<file path="src/rtl/seq_divider.sv">
// rtl/seq_divider.sv - sequential restoring divider, one quotient bit per clock
// Loads on start, iterates N cycles, then presents held quotient/remainder with a one-cycle done.
module seq_divider #(
  parameter int N = 8,
  parameter int M = 4
) (
  input  logic         clk,
  input  logic         clr,
  input  logic         start,
  input  logic [N-1:0] n_in,
  input  logic [M-1:0] d_in,
  output logic [N-1:0] q_out,
  output logic [M-1:0] r_out,
  output logic         busy,
  output logic         done,
  output logic         div_zero
);

  localparam int CW = (N > 2) ? $clog2(N) : 1;
  localparam logic [CW-1:0] LAST = CW'(N - 1);

  typedef enum logic [1:0] {IDLE, RUN, DONE} state_t;

  state_t        state;
  logic [CW-1:0] count;
  logic [N-1:0]  q;
  logic [M-1:0]  r;
  logic [M-1:0]  d;

  logic [M:0]    t;
  logic [M:0]    diff;
  logic          ge;
  logic [M-1:0]  r_next;
  logic [N-1:0]  q_next;

  // The partial remainder stays below D, so its top bit is always zero and only M bits are stored.
  // The borrow out of the M+1 bit subtraction doubles as the "T < D" decision.
  always_comb begin
    t      = {r, q[N-1]};
    diff   = t - {1'b0, d};
    ge     = ~diff[M];
    r_next = ge ? diff[M-1:0] : t[M-1:0];
    q_next = {q[N-2:0], ge};
  end

  assign busy = (state == RUN);
  assign done = (state == DONE);

  always_ff @(posedge clk) begin
    if (!clr) begin
      state    <= IDLE;
      count    <= '0;
      q        <= '0;
      r        <= '0;
      d        <= '0;
      q_out    <= '0;
      r_out    <= '0;
      div_zero <= 1'b0;
    end else begin
      case (state)
        IDLE, DONE: begin
          if (start) begin
            q     <= n_in;
            r     <= '0;
            d     <= d_in;
            count <= '0;
            if (d_in != '0) begin
              state <= RUN;
            end else begin
              state    <= DONE;
              q_out    <= '1;
              r_out    <= '0;
              div_zero <= 1'b1;
            end
          end else begin
            state <= IDLE;
          end
        end
        RUN: begin
          q <= q_next;
          r <= r_next;
          if (count == LAST) begin
            state    <= DONE;
            q_out    <= q_next;
            r_out    <= r_next;
            div_zero <= 1'b0;
          end else begin
            count <= count + CW'(1);
          end
        end
        default: state <= IDLE;
      endcase
    end
  end

endmodule

</file>
<file path="config.mk">
export PLATFORM = sky130hd
export DESIGN_NAME = seq_divider
export DESIGN_NICKNAME = d
export VERILOG_FILES = /design/src/rtl/seq_divider.sv
export SDC_FILE = /design/constraint.sdc
export NUM_CORES = 1
export LEC_CHECK = 0
export CAP_MARGIN = 20
export CELL_PAD_IN_SITES_DETAIL_PLACEMENT = 1
export CELL_PAD_IN_SITES_GLOBAL_PLACEMENT = 1
export CORE_MARGIN = 3
export CORE_UTILIZATION = 34
export DETAILED_ROUTE_END_ITERATION = 8
export GPL_ROUTABILITY_DRIVEN = 0
export HOLD_SLACK_MARGIN = 0.12
export PLACE_DENSITY = 0.76
export SYNTH_ARGS = -nofsm -noshare
export SYNTH_HDL_FRONTEND = slang
export SYNTH_SLANG_ARGS = --single-unit
</file>
<file path="constraint.sdc">
create_clock -name clk -period 2.2 [get_ports clk]
set_clock_uncertainty 0.1 [all_clocks]
set_input_delay 0.33 -clock clk [delete_from_list [all_inputs] [get_ports clk]]
set_output_delay 0.33 -clock clk [all_outputs]
set_load 0.01 [all_outputs]
</file>
==> run metrics <==
I/O pin cnt=30; worst slack at placement=-0.107 ns; Reg clk slew, reported paths=0.07 ns; minimum clock period=2.21 ns; CTS Hold Bufs=0; vias in the first global route=1631; top-count cell post-synth=dfxtp_1; antenna violations before repair=0; Tot GR Track Use=0.196; fraction of registers with async set/reset=0; Design Area, Final=2260 µm²; port bufs=29; Most used DFF post-synth=dfxtp_1; XOR/XNOR Fraction of Synth Area=0.0285; fmax=0.452 GHz; CP required=2.24 ns; status=finished, violations left; Placed Area=1980 µm²; fraction of layout cells with a size suffix above 1=0.218; Worst Tran Pin Value=0.773 ns; Nets=250; total CTS buffers=5; Cell Area, Synth=1580 µm²; met2 GRT Util=0.337; fin crit share=1.01; critical path fanouts, max=5; post-synthesis simple-gate area fraction=0.211; largest family of logic cells by synthesized area=simple AND/OR/NAND/NOR gates; Max-Cap Viols=0; Setup crit end kind=register; post-route antenna net violation count=0; met3 Use GR=0.0405; setup_tns=-0.0134 ns; largest net degree at the start of global routing=24; worst hold path class=register to register; top cells by area in the synthesized netlist=dfxtp_1, nand2_1, o221a_2; final worst setup slack=-0.0134 ns; top cells by count, synth=dfxtp_1, nand2_1, nor2_1; final core occ=0.512; Setup CP Type=register to register; core area=4410 µm²; Final Hold Vio Count=0; die area=5510 µm²; drc violations=0; diodes inserted=0; CTS Root Cell=clkbuf_8; leakage power=0.883 nW; syn nets=204; YS warnings=0; first-pass GRT wire length=8090 µm; M1 GR Usage=0.241; Netlist cell types=35; VDD IR-drop max=0.468 mV; # setup viols final=1; 1st-iter DRT viols=86; post-synthesis cell type with the largest combined area=dfxtp_1; failing checks=negative setup slack; Placement Rows=24; register area share after synthesis=0.430; startpoint types=register; Initial Utilization=0.359; DR WL/cell=17.7 µm; vias post-DR=1518; final WL=4960 µm; Via-to-Cell Ratio=5.40; mux cell area share after synthesis=0.0190; Synth Area in Adders=0.0601; number of synthesized flops with an enable pin=0; P per Cell Area=803 nW/µm²; Top Usage Layer GRT=met2; worst skew pair latency=0.29 ns; GRT overflow=0; HPWL Detailed=3400 µm; CTS tree=done; Slew Viols, Final=0; height of the die=74.2 µm; Horiz. Die Dim=74.2 µm; H-tree depth=2; Synth Area per Inst=8.70 µm²; RSZ-0062 raised after global routing=true; drt first pass iters=4; Mapped Cells=182; Clock Sinks=34; Synth Area in Compound Gates=0.200; Max-slew headroom=0.484; Seq cells post-synth=34; critical path arrival=2.25 ns; Layout area overhead=42.7%; Pwr Total=0.00181 W; share of the synthesized area in the top cell type=0.430; deepest clock path buffer count=2
[cell type report]
cell class / instances / area, µm²
fill: 515 / 2160
multi-input combinational: 129 / 888
sequential: 34 / 682
timing repair buffer: 49 / 452
clock buffer: 5 / 68.8
clock inverter: 3 / 68.8
tap: 52 / 65.1
inverter: 9 / 33.8
[critical path: stages, from the launching register on]
cell	delay (ns)
dfxtp_2	0.34
inv_2	0.05
ha_4	0.16
fa_2	0.33
nand2b_4	0.15
a21oi_4	0.24
xor2_4	0.29
mux2i_2	0.30
a211oi_2	0.10
[cells in the final DEF, fill, tap and decap left out, drive strengths merged, types with 2 or more instances in the layout]
| cell | count |
|---|---|
| dfxtp | 34 |
| nand2 | 31 |
| clkdlybuf4s50 | 29 |
| buf | 20 |
| nor2 | 14 |
| a21oi | 12 |
| o221a | 8 |
| inv | 8 |
| o22ai | 7 |
| nor3 | 6 |
| nand3 | 6 |
| nand2b | 6 |
| ha | 6 |
| clkbuf | 5 |
| a311oi | 4 |
| o21ai | 4 |
| and3 | 3 |
| xor2 | 3 |
| a31oi | 3 |
| or3 | 3 |
| mux2i | 3 |
| nor2b | 2 |
| a211o | 2 |
| bufinv | 2 |
| clkinv | 2 |
[repair_timing]
action,in CTS,in global routing
gates cloned,1,0
pin swaps,2,3
setup endpoints to repair,5,7
setup buffers,5,4
resized for setup,5,7
[stage by stage]
| step | hold WS, ns | instances |
|---|---|---|
| after floorplan | 0.336 | 182 |
| after global placement | 0.346 | 263 |
| after detailed placement | 0.351 | 263 |
| after CTS | 0.361 | 277 |
| after global routing | 0.386 | 281 |
| final | 0.362 | 281 |
[path summary, 6_finish.rpt]
kind	endpoint	from	slack [ns]	cells after the start
max reg2reg	r[2]$_SDFFE_PN0P_	q[7]$_SDFFE_PN0P_	-0.01	8
max	r[2]$_SDFFE_PN0P_	q[7]$_SDFFE_PN0P_	-0.01	8
min	d[3]$_SDFFE_PN0P_	d[3]$_SDFFE_PN0P_	0.36	2
min reg2reg	d[3]$_SDFFE_PN0P_	d[3]$_SDFFE_PN0P_	0.36	2
[flip-flops by register name, indices dropped and copies added (netlist names)]
| signal | flops |
|---|---|
| div_zero | 1 |
| d | 4 |
| r | 4 |
| state | 2 |
| q_out | 8 |
| r_out | 4 |
| q | 8 |
| count | 3 |
[power by group]
| part | leakage, nW | total (W) | switching (W) | internal (W) |
|---|---|---|---|---|
| sequential | 0.278 | 0.000682 | 0.0000332 | 0.000649 |
| combinational | 0.537 | 0.000432 | 0.000219 | 0.000213 |
| clock | 0.0683 | 0.000700 | 0.000246 | 0.000454 |
| total | 0.883 | 0.00181 | 0.000498 | 0.00132 |
[logic make-up after synthesis]
kind of cell,count (synthesis)
adder cells (fa/ha/maj),7
buffers and inverters,20
flip-flops,34
AND/OR/NAND/NOR,73
XOR/XNOR,3
AO/OA/AOI/OAI,42
multiplexers,3
[layer usage]
layer  wire (µm)  part of all wire
met5           0                 0
met1        2200              0.44
met2        2550              0.51
met3         117             0.024
met4          98             0.020
(Power assumes the default switching activity.)
